`src/rtl/fft_seq_pkg.sv`:
```
// Shared types, constants and width helpers for the FFT sequencer slice.
package fft_seq_pkg;

  localparam int unsigned FLUSH_CYCLES = 4;
  localparam int unsigned FLUSH_W      = 2;

  localparam int unsigned CE_DIV_DEF = 25;
  localparam int unsigned LGFFT_DEF  = 10;
  localparam int unsigned IW_DEF     = 16;
  localparam int unsigned OW_DEF     = 11;

  typedef enum logic [1:0] {
    ST_IDLE  = 2'd0,
    ST_FLUSH = 2'd1,
    ST_RUN   = 2'd2
  } seq_state_e;

  typedef enum logic {
    TRK_WAIT    = 1'b0,
    TRK_COLLECT = 1'b1
  } trk_state_e;

  // Bin index width for an FFT of 2**lgfft points.
  function automatic int unsigned bin_w(input int unsigned lgfft);
    return lgfft;
  endfunction

  // |re|+|im| needs one bit more than a single component.
  function automatic int unsigned mag_w(input int unsigned ow);
    return ow + 1;
  endfunction

  // Divider counter width; at least one bit.
  function automatic int unsigned div_w(input int unsigned ce_div);
    return (ce_div > 1) ? $clog2(ce_div) : 1;
  endfunction

endpackage

```
`src/rtl/fft_sequencer_if.sv`:
```
// Sample handshake, fftmain-facing and peak-report signals of the sequencer.
interface fft_sequencer_if #(
  parameter int unsigned IW    = fft_seq_pkg::IW_DEF,
  parameter int unsigned OW    = fft_seq_pkg::OW_DEF,
  parameter int unsigned LGFFT = fft_seq_pkg::LGFFT_DEF
);
  import fft_seq_pkg::*;

  logic                    i_sample_valid;
  logic [IW-1:0]           i_sample;
  logic                    o_sample_ready;
  logic                    o_fft_reset;
  logic                    o_fft_ce;
  logic [IW-1:0]           o_fft_sample;
  logic [2*OW-1:0]         i_fft_result;
  logic                    i_fft_sync;
  logic                    o_peak_valid;
  logic [bin_w(LGFFT)-1:0] o_peak_bin;
  logic [mag_w(OW)-1:0]    o_peak_mag;
  logic                    o_underrun;
  logic                    o_sync_err;

  // Environment side: ADC front end, fftmain and the report consumer.
  modport master (
    output i_sample_valid, i_sample, i_fft_result, i_fft_sync,
    input  o_sample_ready, o_fft_reset, o_fft_ce, o_fft_sample,
           o_peak_valid, o_peak_bin, o_peak_mag, o_underrun, o_sync_err
  );

  // Sequencer side.
  modport slave (
    input  i_sample_valid, i_sample, i_fft_result, i_fft_sync,
    output o_sample_ready, o_fft_reset, o_fft_ce, o_fft_sample,
           o_peak_valid, o_peak_bin, o_peak_mag, o_underrun, o_sync_err
  );

endinterface

```
`src/rtl/fft_mag_abs.sv`:
```
// |re|+|im| of a packed {re, im} signed result word, registered once.
module fft_mag_abs
  import fft_seq_pkg::*;
#(
  parameter int unsigned OW = OW_DEF
) (
  input  logic                 clk,
  input  logic                 rst_n,
  input  logic [2*OW-1:0]      result,
  output logic [mag_w(OW)-1:0] mag
);

  localparam int unsigned MW = mag_w(OW);

  logic [OW-1:0] re_c;
  logic [OW-1:0] im_c;
  logic [OW-1:0] abs_re_c;
  logic [OW-1:0] abs_im_c;
  logic [MW-1:0] mag_c;

  // Two's-complement abs; the most negative value maps to 2**(OW-1) unsigned.
  always_comb begin
    re_c     = result[2*OW-1:OW];
    im_c     = result[OW-1:0];
    abs_re_c = re_c[OW-1] ? (~re_c + OW'(1)) : re_c;
    abs_im_c = im_c[OW-1] ? (~im_c + OW'(1)) : im_c;
    mag_c    = MW'(abs_re_c) + MW'(abs_im_c);
  end

  // Output register.
  always_ff @(posedge clk or negedge rst_n) begin
    if (!rst_n) begin
      mag <= '0;
    end else begin
      mag <= mag_c;
    end
  end

endmodule

```
`src/rtl/fft_sequencer.sv`:
```
// Paces fftmain at the sample rate, buffers ADC samples and reports the
// dominant positive-frequency bin of every completed output frame.
module fft_sequencer
  import fft_seq_pkg::*;
#(
  parameter int unsigned CE_DIV = CE_DIV_DEF,
  parameter int unsigned LGFFT  = LGFFT_DEF,
  parameter int unsigned IW     = IW_DEF,
  parameter int unsigned OW     = OW_DEF
) (
  input logic          i_clk,
  input logic          i_reset_n,
  input logic          i_enable,
  fft_sequencer_if.slave bus
);

  localparam int unsigned DIV_W = div_w(CE_DIV);
  localparam int unsigned BW    = bin_w(LGFFT);
  localparam int unsigned MW    = mag_w(OW);

  localparam logic [DIV_W-1:0] DIV_LAST      = DIV_W'(CE_DIV - 1);
  localparam logic [BW-1:0]    BIN_FIRST     = BW'(1);
  localparam logic [BW-1:0]    BIN_HALF_LAST = BW'((1 << (LGFFT - 1)) - 1);
  localparam logic [BW-1:0]    BIN_LAST      = BW'((1 << LGFFT) - 1);

  // ---------------- control FSM ----------------
  seq_state_e          state_q, state_d;
  logic [FLUSH_W-1:0]  flush_q, flush_d;
  logic [DIV_W-1:0]    div_q, div_d;
  logic                fft_reset_q, fft_reset_d;
  logic                fft_ce_q, fft_ce_d;
  logic                clear_flags_c;

  // Control state, flush counter, divider and the fftmain-facing controls.
  always_ff @(posedge i_clk or negedge i_reset_n) begin
    if (!i_reset_n) begin
      state_q     <= ST_IDLE;
      flush_q     <= '0;
      div_q       <= '0;
      fft_reset_q <= 1'b1;
      fft_ce_q    <= 1'b0;
    end else begin
      state_q     <= state_d;
      flush_q     <= flush_d;
      div_q       <= div_d;
      fft_reset_q <= fft_reset_d;
      fft_ce_q    <= fft_ce_d;
    end
  end

  // Next state: fftmain held in reset outside RUN, strobe on divider wrap.
  always_comb begin
    state_d       = state_q;
    flush_d       = '0;
    div_d         = '0;
    fft_reset_d   = 1'b1;
    fft_ce_d      = 1'b0;
    clear_flags_c = 1'b0;
    case (state_q)
      ST_IDLE: begin
        if (i_enable) begin
          state_d       = ST_FLUSH;
          clear_flags_c = 1'b1;
        end
      end
      ST_FLUSH: begin
        if (!i_enable) begin
          state_d = ST_IDLE;
        end else if (flush_q == FLUSH_W'(FLUSH_CYCLES - 1)) begin
          state_d     = ST_RUN;
          fft_reset_d = 1'b0;
        end else begin
          flush_d = flush_q + FLUSH_W'(1);
        end
      end
      ST_RUN: begin
        if (!i_enable) begin
          state_d = ST_IDLE;
        end else begin
          fft_reset_d = 1'b0;
          fft_ce_d    = (div_q == DIV_LAST);
          div_d       = fft_ce_d ? '0 : div_q + DIV_W'(1);
        end
      end
      default: begin
        state_d = ST_IDLE;
      end
    endcase
  end

  // ---------------- sample holding register ----------------
  logic          ready_q, ready_d;
  logic [IW-1:0] sample_q;
  logic          underrun_q;
  logic          take_c;

  // A new handshake wins over the strobe's clear so a same-cycle load is kept.
  always_comb begin
    take_c  = bus.i_sample_valid && ready_q;
    ready_d = ready_q;
    if (take_c) begin
      ready_d = 1'b0;
    end else if (fft_ce_q) begin
      ready_d = 1'b1;
    end
  end

  // Holding register, ready flag and sticky underrun.
  always_ff @(posedge i_clk or negedge i_reset_n) begin
    if (!i_reset_n) begin
      ready_q    <= 1'b1;
      sample_q   <= '0;
      underrun_q <= 1'b0;
    end else begin
      ready_q <= ready_d;
      if (take_c) begin
        sample_q <= bus.i_sample;
      end
      if (clear_flags_c) begin
        underrun_q <= 1'b0;
      end else if (fft_ce_q && ready_q) begin
        underrun_q <= 1'b1;
      end
    end
  end

  // ---------------- frame tracker ----------------
  trk_state_e    trk_q, trk_d;
  logic [BW-1:0] bin_q, bin_d;
  logic          s1_valid_q, s1_valid_d;
  logic [BW-1:0] s1_bin_q, s1_bin_d;
  logic          sync_err_q;
  logic          sync_err_set_c;
  logic          run_c;
  logic          sample_c;

  // Tracker state and the bin index travelling alongside the magnitude.
  always_ff @(posedge i_clk or negedge i_reset_n) begin
    if (!i_reset_n) begin
      trk_q      <= TRK_WAIT;
      bin_q      <= '0;
      s1_valid_q <= 1'b0;
      s1_bin_q   <= '0;
      sync_err_q <= 1'b0;
    end else begin
      trk_q      <= trk_d;
      bin_q      <= bin_d;
      s1_valid_q <= s1_valid_d;
      s1_bin_q   <= s1_bin_d;
      if (clear_flags_c) begin
        sync_err_q <= 1'b0;
      end else if (sync_err_set_c) begin
        sync_err_q <= 1'b1;
      end
    end
  end

  // Bin counting from sync; a sync inside an unfinished frame restarts it.
  always_comb begin
    run_c          = (state_q == ST_RUN) && i_enable;
    sample_c       = fft_ce_q && run_c;
    trk_d          = trk_q;
    bin_d          = bin_q;
    s1_valid_d     = 1'b0;
    s1_bin_d       = s1_bin_q;
    sync_err_set_c = 1'b0;
    if (!run_c) begin
      trk_d = TRK_WAIT;
      bin_d = '0;
    end else if (sample_c) begin
      if (bus.i_fft_sync) begin
        if (trk_q == TRK_COLLECT && bin_q < BIN_LAST) begin
          sync_err_set_c = 1'b1;
        end
        trk_d      = TRK_COLLECT;
        bin_d      = '0;
        s1_valid_d = 1'b1;
        s1_bin_d   = '0;
      end else if (trk_q == TRK_COLLECT) begin
        bin_d      = bin_q + BW'(1);
        s1_valid_d = 1'b1;
        s1_bin_d   = bin_q + BW'(1);
        if (bin_q + BW'(1) == BIN_LAST) begin
          trk_d = TRK_WAIT;
        end
      end
    end
  end

  // ---------------- magnitude and peak search ----------------
  logic [MW-1:0] mag_q;
  logic [MW-1:0] pk_mag_q;
  logic [BW-1:0] pk_bin_q;
  logic          peak_valid_q;
  logic [BW-1:0] peak_bin_q;
  logic [MW-1:0] peak_mag_q;
  logic          proc_c;

  fft_mag_abs #(
    .OW (OW)
  ) u_mag (
    .clk    (i_clk),
    .rst_n  (i_reset_n),
    .result (bus.i_fft_result),
    .mag    (mag_q)
  );

  assign proc_c = s1_valid_q && run_c;

  // Positive-frequency peak search; the last bin publishes the frame result.
  always_ff @(posedge i_clk or negedge i_reset_n) begin
    if (!i_reset_n) begin
      pk_mag_q     <= '0;
      pk_bin_q     <= '0;
      peak_valid_q <= 1'b0;
      peak_bin_q   <= '0;
      peak_mag_q   <= '0;
    end else begin
      peak_valid_q <= 1'b0;
      if (proc_c) begin
        if (s1_bin_q == BIN_FIRST) begin
          pk_mag_q <= mag_q;
          pk_bin_q <= s1_bin_q;
        end else if (s1_bin_q > BIN_FIRST && s1_bin_q <= BIN_HALF_LAST &&
                     mag_q > pk_mag_q) begin
          pk_mag_q <= mag_q;
          pk_bin_q <= s1_bin_q;
        end
        if (s1_bin_q == BIN_LAST) begin
          peak_valid_q <= 1'b1;
          peak_bin_q   <= pk_bin_q;
          peak_mag_q   <= pk_mag_q;
        end
      end
    end
  end

  assign bus.o_sample_ready = ready_q;
  assign bus.o_fft_reset    = fft_reset_q;
  assign bus.o_fft_ce       = fft_ce_q;
  assign bus.o_fft_sample   = sample_q;
  assign bus.o_peak_valid   = peak_valid_q;
  assign bus.o_peak_bin     = peak_bin_q;
  assign bus.o_peak_mag     = peak_mag_q;
  assign bus.o_underrun     = underrun_q;
  assign bus.o_sync_err     = sync_err_q;

endmodule

```
`src/flat_wrapper.sv`:
```
// flat-port wrapper written by rule: the top's interface ports become plain ports
module fft_sequencer_flat import fft_seq_pkg::*;
#(
  parameter int unsigned CE_DIV = CE_DIV_DEF,
  parameter int unsigned LGFFT  = LGFFT_DEF,
  parameter int unsigned IW     = IW_DEF,
  parameter int unsigned OW     = OW_DEF
)
  (i_clk, i_reset_n, i_enable, bus_i_sample_valid, bus_i_sample, bus_i_fft_result, bus_i_fft_sync, bus_o_sample_ready, bus_o_fft_reset, bus_o_fft_ce, bus_o_fft_sample, bus_o_peak_valid, bus_o_peak_bin, bus_o_peak_mag, bus_o_underrun, bus_o_sync_err);
  fft_sequencer_if #(.IW(IW), .OW(OW), .LGFFT(LGFFT)) bus_i ();
  input logic i_clk;
  input logic i_reset_n;
  input logic i_enable;
  input wire logic [$bits(bus_i.i_sample_valid)-1:0] bus_i_sample_valid;
  input wire logic [$bits(bus_i.i_sample)-1:0] bus_i_sample;
  input wire logic [$bits(bus_i.i_fft_result)-1:0] bus_i_fft_result;
  input wire logic [$bits(bus_i.i_fft_sync)-1:0] bus_i_fft_sync;
  output wire logic [$bits(bus_i.o_sample_ready)-1:0] bus_o_sample_ready;
  output wire logic [$bits(bus_i.o_fft_reset)-1:0] bus_o_fft_reset;
  output wire logic [$bits(bus_i.o_fft_ce)-1:0] bus_o_fft_ce;
  output wire logic [$bits(bus_i.o_fft_sample)-1:0] bus_o_fft_sample;
  output wire logic [$bits(bus_i.o_peak_valid)-1:0] bus_o_peak_valid;
  output wire logic [$bits(bus_i.o_peak_bin)-1:0] bus_o_peak_bin;
  output wire logic [$bits(bus_i.o_peak_mag)-1:0] bus_o_peak_mag;
  output wire logic [$bits(bus_i.o_underrun)-1:0] bus_o_underrun;
  output wire logic [$bits(bus_i.o_sync_err)-1:0] bus_o_sync_err;
  assign bus_i.i_sample_valid = bus_i_sample_valid;
  assign bus_i.i_sample = bus_i_sample;
  assign bus_i.i_fft_result = bus_i_fft_result;
  assign bus_i.i_fft_sync = bus_i_fft_sync;
  assign bus_o_sample_ready = bus_i.o_sample_ready;
  assign bus_o_fft_reset = bus_i.o_fft_reset;
  assign bus_o_fft_ce = bus_i.o_fft_ce;
  assign bus_o_fft_sample = bus_i.o_fft_sample;
  assign bus_o_peak_valid = bus_i.o_peak_valid;
  assign bus_o_peak_bin = bus_i.o_peak_bin;
  assign bus_o_peak_mag = bus_i.o_peak_mag;
  assign bus_o_underrun = bus_i.o_underrun;
  assign bus_o_sync_err = bus_i.o_sync_err;
  fft_sequencer #(.CE_DIV(CE_DIV), .LGFFT(LGFFT), .IW(IW), .OW(OW)) u_core (.i_clk(i_clk), .i_reset_n(i_reset_n), .i_enable(i_enable), .bus(bus_i));
endmodule
```
`config.mk`:
```
export PLATFORM = sky130hd
export DESIGN_NAME = fft_sequencer_flat
export DESIGN_NICKNAME = d
export VERILOG_FILES = /design/src/rtl/fft_seq_pkg.sv /design/src/rtl/fft_sequencer_if.sv /design/src/rtl/fft_mag_abs.sv /design/src/rtl/fft_sequencer.sv /design/src/flat_wrapper.sv
export SDC_FILE = /design/constraint.sdc
export NUM_CORES = 1
export LEC_CHECK = 0
export CORE_MARGIN = 2
export CORE_UTILIZATION = 50
export DETAILED_ROUTE_END_ITERATION = 12
export PLACE_DENSITY = 0.84
export SLEW_MARGIN = 20
export SYNTH_ARGS = -nofsm -noshare
export SYNTH_HDL_FRONTEND = slang
export SYNTH_SLANG_ARGS = --single-unit
```
`constraint.sdc`:
```
create_clock -name i_clk -period 2.1 [get_ports i_clk]
set_clock_uncertainty 0.05 [all_clocks]
set_input_delay 0.315 -clock i_clk [delete_from_list [all_inputs] [get_ports i_clk]]
set_output_delay 0.315 -clock i_clk [all_outputs]
set_load 0.01 [all_outputs]
```
* After elaboration in Yosys (flattened, before gate mapping)
Cells that the tools add are included.
Widths: inputs -> output; s select.
** Storage, ports and cells
- Memory bits (read-only) :: 0
- Register bits :: 109
- Bits in latches :: 0
- Output and inout bits :: 44
- RAM bits :: 0
- Memories :: 0
- Word-level logic and storage cells :: 112
- Bits of input ports :: 43
** Operators by class
- Eq/ne operators :: 12
- Bitwise gates (word level) :: 2
- Shift-type cells :: 0
- Reduce and logical (&&, ||, !) cells :: 19
- Mux-type cells :: 50
- Divide/modulo/power cells :: 0
- Multiply operators :: 0
- Magnitude comparators :: 4
- Add/subtract/negate cells :: 6
** Operators with widths (number)
- $mux 10 :: 6
- $mux 1 :: 28
- $mux 12 :: 2
- $add 11x1->11 const B :: 2
- $mux 11 :: 2
- $not 11->11 :: 2
- $eq 10x10->1 const B :: 2
- $mux 5 :: 3
- $mux 2 :: 7
- $add 11x11->12 :: 1
- $gt 12x12->1 :: 1
- $add 10x1->10 const B :: 1
- $eq 10x1->1 const B :: 1
- $gt 10x1->1 const B :: 1
- $le 10x9->1 const B :: 1
- $lt 10x10->1 const B :: 1
- $reduce_bool 2->1 :: 5
- $logic_and 1x1->1 :: 8
- $ne 2x2->1 const B :: 3
- $ne 3x2->1 const B :: 2
- $pmux 2 s3 :: 1
- $reduce_and 2->1 :: 3
- $reduce_and 3->1 :: 2
- $add 5x1->5 const B :: 1
- 6 further kinds :: 7

* Longest topological paths before layout
Gate-level depths: netlist of run 1.
- Depth in word-level cells :: 8
- Depth in mapped cells :: 12
- Depth with buffers taken out :: 12

* By module
A second synthesis of run 1 with hierarchy kept.
** Second synthesis, totals
- Cell total of the unflattened synthesis :: 482
- Area, all modules :: 5569.1 um^2
** Modules (own cells, without submodules)
- fft_sequencer :: sequential area each 2429.8 um^2, cells an instance 347, area each 4379.2 um^2, times used 1
- fft_mag_abs :: sequential area each 300.3 um^2, cells an instance 135, area each 1189.9 um^2, times used 1

* Worst setup path after synthesis of run 1
OpenSTA, ideal clock, no wires.
- Path kind :: input to register
- Start :: in bus_i_fft_result[15]
- End :: reg u_core.u_mag.mag[10]
- Path buffers :: 0
- Arrival time :: 2140 ps
- Slack :: -227 ps
- Setup time :: 137 ps
- Stages :: 8
- Required time :: 1913 ps
- Cells stage by stage :: or4_1 -> o31ai_1 -> xnor2_1 -> ha_1 -> nor2_1 -> mux2_2 -> a311oi_1 -> o211ai_1
** Between the ends
- Longest elaborated chain between the ends :: 4
** Ends and longest elaborated chain
- start, declared :: RTL line flat_wrapper.sv:16 : input wire logic [$bits(bus_i.i_fft_result)-1:0] bus_i_fft_result;
- $not 11->11 :: RTL line fft_mag_abs.sv:25 : abs_re_c = re_c[OW-1] ? (~re_c + OW'(1)) : re_c;
- $add 11x1->11 :: RTL line fft_mag_abs.sv:25
- $mux 11 * :: RTL line fft_mag_abs.sv:25
- $add 11x11->12 * :: RTL line fft_mag_abs.sv:27 : mag_c = MW'(abs_re_c) + MW'(abs_im_c);
- named net u_core.u_mag.mag_c[10] :: RTL line fft_mag_abs.sv:19 : logic [MW-1:0] mag_c;
- end signal, assigned :: RTL line fft_mag_abs.sv:35 : mag <= mag_c;
- end, declared :: RTL line fft_mag_abs.sv:10 : output logic [mag_w(OW)-1:0] mag
Mark *: on every way through the listed nets, which the timed path passes. The rest lies on a longest branch.
A chain may end at the register's enable or synchronous reset.

* Final worst setup path of run 1
- Start :: reg u_core.pk_mag_q[6]
- End :: reg u_core.pk_mag_q[0]
** Between the ends
- Longest elaborated chain between the ends :: 4
** Ends and longest elaborated chain
- start, declared :: RTL line fft_sequencer.sv:192 : logic [MW-1:0] pk_mag_q;
- start signal, assigned :: RTL line fft_sequencer.sv:222 : pk_mag_q <= mag_q;
- start signal, assigned :: RTL line fft_sequencer.sv:226 : pk_mag_q <= mag_q;
- $gt 12x12->1 :: RTL line fft_sequencer.sv:225 : mag_q > pk_mag_q) begin
- $logic_and 1x1->1 :: RTL line fft_sequencer.sv:224 : end else if (s1_bin_q > BIN_FIRST && s1_bin_q <= BIN_HALF_LAST &&
- $reduce_bool 2->1 (no source line)
- $reduce_and 2->1 (no source line)
Every way passes these cells.

==> results of run 1 <==
-- registers in the layout (all words and copies together), names as in the netlist --
register	flops
u_core.u_mag.mag	12
u_core.bus.o_peak_mag	12
u_core.trk_q	1
u_core.bus.o_underrun	1
u_core.bus.o_peak_valid	1
u_core.bus.o_sync_err	1
u_core.state_q	2
u_core.bus.o_sample_ready	1
u_core.div_q	5
u_core.bus.o_fft_ce	1
u_core.bus.o_fft_sample	16
u_core.s1_bin_q	10
u_core.bus.o_fft_reset	1
u_core.s1_valid_q	1
u_core.pk_mag_q	12
u_core.bin_q	10
u_core.bus.o_peak_bin	10
u_core.pk_bin_q	10
u_core.flush_q	2
-- where the power goes --
group / internal (mW) / switching, mW / total, mW
registers: 2.21 / 0.0969 / 2.31
logic: 0.594 / 0.607 / 1.20
clock network: 0.962 / 0.730 / 1.69
total: 3.77 / 1.43 / 5.20
-- worst max-delay path, stage by stage, from the launching register on --
cell,delay [ns]
dfrtp_1,0.39
inv_1,0.06
ha_1,0.32
nand4_1,0.23
o41ai_4,0.13
or3b_1,0.38
a21oi_2,0.18
buf_12,0.20
o32ai_1,0.11
-- per-layer routing --
layer | GRT usage [%] | routed length, um | vias up
li1 | - | - | 2285
met4 | 6.42 | 187 | 0
met1 | 27.2 | 6000 | 2436
met3 | 3.29 | 512 | 17
met5 | 0 | 0 | -
met2 | 37.6 | 7310 | 126
-- cells by family (layout without fill, tap and decap cells) --
logic type,count (synthesis),count (layout),synth area share [%]
fa+ha+maj,34,34,7.42
xor+xnor,35,35,5.25
simple gates,170,170,14.1
mux,40,40,7.70
compound gates,116,116,14.1
buf+inv,60,214,4.67
flops,109,109,46.8
-- cells in the final DEF, fill, tap and decap left out, types with 4 or more instances in the layout --
master	count
ha_1	24
ha_4	8
nand2_2	5
inv_1	32
xor2_1	5
nand2b_1	4
clkdlybuf4s50_1	66
o21ai_0	24
clkbuf_16	9
nand4_1	9
o22ai_2	11
o22ai_1	10
dfrtp_1	107
buf_4	70
xnor2_1	27
and3_1	5
o21ai_1	5
nor2b_1	4
o21a_1	7
a21oi_2	5
dlygate4sd2_1	10
o31ai_1	8
nand3_1	11
a21oi_1	12
nand2_1	77
o21ai_2	6
nor2_1	23
mux2_2	37
buf_12	5
-- what timing repair did --
| action | CTS | global route |
|---|---|---|
| pin swaps | 29 | 29 |
| hold buffers | 1 | 0 |
| setup endpoints to repair | 30 | 29 |
| setup buffers | 2 | 7 |
| gates resized for setup | 72 | 36 |
| endpoints found under the hold margin | 31 | 0 |
-- cell type report --
type,count,area [um^2]
Clock buffer,13,250
Clock inverter,3,43.8
Fill cell,783,3430
Inverter,37,156
Multi-Input combinational cell,395,3170
Sequential cell,109,2730
Tap cell,143,179
Timing Repair Buffer,161,1460
-- final timing paths --
kind / from / end / slack [ns] / cells past startpoint
min: bus_i_fft_result[0] / u_core.u_mag.mag[0]$_DFF_PN0_ / 0.28 / 3
min in group asynchronous: i_reset_n / u_core.flush_q[0]$_DFF_PN0_ / 0.42 / 2
max in group asynchronous: i_reset_n / u_core.pk_mag_q[7]$_DFFE_PN0P_ / 0.84 / 3
max: u_core.pk_mag_q[6]$_DFFE_PN0P_ / u_core.pk_mag_q[0]$_DFFE_PN0P_ / -0.08 / 8
min reg2reg: u_core.flush_q[0]$_DFF_PN0_ / u_core.flush_q[0]$_DFF_PN0_ / 0.41 / 1
max reg2reg: u_core.pk_mag_q[6]$_DFFE_PN0P_ / u_core.pk_mag_q[0]$_DFFE_PN0P_ / -0.08 / 8
-- per-stage QoR --
stage | setup TNS (ns) | instance area, um^2 | std cells | util, %
after floorplan | -0.269 | 5900 | 564 | -
after global placement | -6.33 | 7340 | 835 | 64.3
after detailed placement | -7.39 | 7340 | 835 | 64.3
after CTS | -0.0557 | 7780 | 854 | 68.1
after global routing | -2.57 | 7990 | 861 | 70.0
final | -1.34 | 7990 | 861 | 70.0
==> results.cfg, run 1 <==
[sta]
rsz0062_at_grt = true
layout_min_cycle_time_ns = 2.18
drv_slew = 0
tightest_slew_ns = 0.685
max_slew_margin_pct = 54.2
finalHoldViolCount = 0
fmaxAchievable_mhz = 458
whs_ns = 0.279
finalSetupViolCount = 22
final.setup.worst_slack_ns = -0.0840
finalCritPeriodShare_pct = 104

[route]
ant_nets = 0
drc_errors = 0
finalWirelength_mm = 14.0
drt_iter0_markers = 358
vias = 4864
wl_per_cell_um = 16.3
drt_pass1_iterations = 5
viasPerCell = 5.65

[setup_path]
cp_max_fo = 20
required_ns = 2.26
cp-end-kind = flip-flop
worst-setup-path-type = flip-flop to flip-flop
critical_path_arrival_ns = 2.35
cp-start-kind = flip-flop

[cts]
htree_num_levels = 3
cts_tree = done
clock_path_buffers = 2
numCtsBuffers = 9
cts_sinks = 109
clkTransAtPathRegs_ns = 0.07
clk_latency_ns = 0.35
cts-root-buf = clkbuf_16

[synthesis]
synth_ff_type = dfrtp_1
synth_cell_type_count = 61
ys_warn_count = 0
synth_edf_count = 0
ys_top_cells_by_count = 107 x dfrtp_1, 81 x nand2_1, 38 x mux2_2
yosysMostFrequentCell = dfrtp_1
yosys.area.top_type = dfrtp_1
synth_seq_area_share_pct = 46.8
synth-seq-cells = 109
syn_avg_cell_area_um2 = 10.3
synthesis.nets = 641
netlist_area_mm2 = 0.00584
syn_inst = 564
yosysTopAreaCellShare_pct = 45.9
async_flop_share_pct = 100
synth.area.top_cells = dfrtp_1 46%, mux2_2 7.3%, ha_1 7.1%, nand2_1 5.2%, xnor2_1 4.5%

[floorplanning]
die_h_um = 112
fp.dieArea_mm2 = 0.0126
num_rows = 39
core-area_mm2 = 0.0114
die_x_um = 112
start_util_pct = 51.1
pin_count = 87

[power_and_ir_drop]
p_leak_nw = 3.54
p_per_area_mw_per_mm2 = 651
power_mw = 5.20
vdd_drop_max_mv = 0.487

[final_layout]
insertedDiodeCount = 0
syn_to_final_growth_pct = 36.9
layout.nets = 790
drive_above_1_share_pct = 29.0

[run_status]
status = complete, but fails checks
failed_checks = negative setup slack

[placed_design]
post-place-ws_ns = -0.855
gp_congestion = 0.848
io_buffers = 86
hpwl_mm = 9.76

[min_path]
hold_path.class = primary input to flip-flop

[global_route]
grt_start_max_net_pins = 49
antenna_found_initial = 0
grt_pass1_vias = 4748
grt_usage_pct = 21.3
grt_pass1_wl_mm = 22.1
gr-total-overflow = 0

[job]
drv_cap = 0
No activity file was read; power rests on OpenSTA's default activity.
==> run 2, diff against run 1 <==
--- a/config.mk
+++ b/config.mk
@@ -5,6 +5,8 @@
 export SDC_FILE = /design/constraint.sdc
 export NUM_CORES = 1
 export LEC_CHECK = 0
+export ABC_CLOCK_PERIOD_IN_PS = 2100
+export CAP_MARGIN = 20
 export CORE_MARGIN = 2
 export CORE_UTILIZATION = 50
 export DETAILED_ROUTE_END_ITERATION = 12
==> results of run 2 <==
Final layout, timing and power as in run 1 (identical DEF).
==> run 3, diff against run 2 <==
--- a/config.mk
+++ b/config.mk
@@ -6,11 +6,11 @@
 export NUM_CORES = 1
 export LEC_CHECK = 0
 export ABC_CLOCK_PERIOD_IN_PS = 2100
-export CAP_MARGIN = 20
+export CAP_MARGIN = 30
 export CORE_MARGIN = 2
 export CORE_UTILIZATION = 50
 export DETAILED_ROUTE_END_ITERATION = 12
-export PLACE_DENSITY = 0.84
+export PLACE_DENSITY_LB_ADDON = 0.12
 export SLEW_MARGIN = 20
 export SYNTH_ARGS = -nofsm -noshare
 export SYNTH_HDL_FRONTEND = slang
==> run 3 against run 2 <==
Compared with the run above:
- the run still ends with negative setup slack left
- non-clock buffer count up 8
- worst hold slack improved by 0.0040 ns
- register-to-register slack gained 0.02 ns
- clock power barely moved
- power rose by 0.66%
- combinational power up 4%
- critical path depth up 1
- die area is the same
- flip-flop and latch count did not move
==> results.cfg, run 3 (synthesis gave the netlist of run 1 again) <==
[power_and_ir_drop]
power_mw = 5.23
clkPwrFrac_pct = 32.2
p_seq_share_pct = 44.0
p_leak_nw = 3.62
switching_share_pct = 27.4
vdd_drop_max_mv = 0.529
p_sw_mw = 1.43
internal_power_mw = 3.80
p_comb_share_pct = 23.8
p_per_area_mw_per_mm2 = 638

[route]
finalWirelength_mm = 13.7
drt_iter0_markers = 238
drc_errors = 0
wl_per_cell_um = 15.8
ant_nets = 0
viasPerCell = 5.44
drt_pass1_iterations = 4
vias = 4727

[global_route]
grt_usage_pct = 21.8
grt_start_max_net_pins = 36
grt_pass1_wl_mm = 22.4
gr-total-overflow = 0
grt_pass1_vias = 4751
antenna_found_initial = 0

[placed_design]
post-place-ws_ns = -0.857
io_buffers = 86
place_inst = 834
gp_congestion = 0.830
hpwl_mm = 9.57
placedInstanceArea_mm2 = 0.00733

[sta]
tightest_slew_ns = 0.471
whs_ns = 0.283
max_slew_margin_pct = 68.6
drv_slew = 0
rsz0062_at_grt = true
finalSetupTns_ns = -0.979
final.setup.worst_slack_ns = -0.0645
layout_min_cycle_time_ns = 2.16
finalCritPeriodShare_pct = 103
finalSetupViolCount = 21
fmaxAchievable_mhz = 462
finalHoldViolCount = 0

[floorplanning]
num_rows = 39
die_h_um = 112
core-area_mm2 = 0.0114
pin_count = 87
start_util_pct = 51.1
fp.dieArea_mm2 = 0.0126
die_x_um = 112

[cts]
cts_sinks = 109
cts_tree = done
cts-root-buf = clkbuf_16
clock_path_buffers = 2
htree_num_levels = 3
clkTransAtPathRegs_ns = 0.07
numCtsBuffers = 9
clk_latency_ns = 0.35

[setup_path]
critical_path_arrival_ns = 2.34
crit_path_max_incr_delay_ns = 0.45
required_ns = 2.28
crit_slowest_cell = o41ai_4
cp-start-kind = flip-flop
cp_cell_sequence = inv_1 > ha_4 > nand4_1 > o41ai_4 > mux2i_2 > o21ai_4 > buf_12 > clkbuf_16 > o22ai_2
cp_max_fo = 5
worst-setup-path-type = flip-flop to flip-flop
cp-end-kind = flip-flop

[job]
drv_cap = 0

[final_layout]
fill_cells = 809
final_cells = 869
final_common_cell = dfrtp_1
layout_common_cells = 107 x dfrtp_1, 77 x nand2_1, 71 x buf_4
post-route-util_pct = 71.9
syn_to_final_growth_pct = 40.7
drive_above_1_share_pct = 30.9
layout.nets = 798
largest_register_ffs = 16
final_area_mm2 = 0.00821
insertedDiodeCount = 0

[run_status]
failed_checks = negative setup slack
status = complete, but fails checks

[min_path]
hold_path.class = primary input to flip-flop
## run 3: cell types whose count changed in the layout (fill, tap and decap cells not counted), moves of 2 or more
cell	delta
nand2_2	-2
a21oi_2	-3
clkbuf_2	+2
a21oi_4	+2
dlygate4sd2_1	-3
buf_6	+7
nand2_4	+2
clkdlybuf4s15_1	+2
## run 3: timing repair
action | in CTS | in global routing
buffers inserted | 6 | 10
setup endpoints to repair | 21 | 29
hold buffers | 1 | 0
resized for setup | 76 | 63
pin swaps | 35 | 52
cloned | 1 | 3
hold endpoints to repair | 30 | 0
## run 3: final timing paths
path | start | end | slack, ns | cells after the start
setup / recovery | u_core.pk_mag_q[6]$_DFFE_PN0P_ | u_core.pk_bin_q[6]$_DFFE_PN0P_ | -0.06 | 9
hold / removal | bus_i_fft_result[0] | u_core.u_mag.mag[0]$_DFF_PN0_ | 0.28 | 3
setup reg to reg | u_core.pk_mag_q[6]$_DFFE_PN0P_ | u_core.pk_bin_q[6]$_DFFE_PN0P_ | -0.06 | 9
hold reg to reg | u_core.flush_q[0]$_DFF_PN0_ | u_core.flush_q[0]$_DFF_PN0_ | 0.38 | 1
max in group asynchronous | i_reset_n | u_core.bus.o_fft_reset$_DFF_PN1_ | 0.89 | 3
min in group asynchronous | i_reset_n | u_core.bus.o_fft_sample[11]$_DFFE_PN0P_ | 0.41 | 2
## run 3: power by group through the flow
stage                     Sequential, mW  Clock, mW  Combinational, mW
after floorplan                     2.30          0              0.599
after global placement              2.32          0              0.975
after detailed placement            2.32          0               1.02
after CTS                           2.29       1.72               1.09
after global routing                2.31       1.82               1.38
final                               2.30       1.68               1.25
## run 3: final cells by class
type	instances	area, um^2	share of cell area (%)
Multi-Input combinational cell	395	3280	40.0
Sequential cell	109	2730	33.3
Timing Repair Buffer	169	1570	19.1
Clock buffer	13	250	3.05
Tap cell	143	179	2.18
Inverter	37	156	1.91
Clock inverter	3	43.8	0.533
## run 3: worst max-delay path, delay by kind of cell, from the launching register on
| family | cells | cell delay, ns |
|---|---|---|
| adders and majority gates | 1 | 0.27 |
| DFF | 1 | 0.38 |
| and+or+nand+nor | 1 | 0.21 |
| AOI/OAI and AO/OA | 3 | 0.63 |
| buffers and inverters | 3 | 0.36 |
| muxes | 1 | 0.16 |
## run 3: per-layer routing
metal,up-vias,wire (um),share of wire [%],track usage [%]
li1,2311,-,-,-
met1,2271,6030,44,29.2
met2,129,6830,50,35.7
met3,16,628,4.6,4.32
met4,0,225,1.6,7.72
met5,-,0,0,0
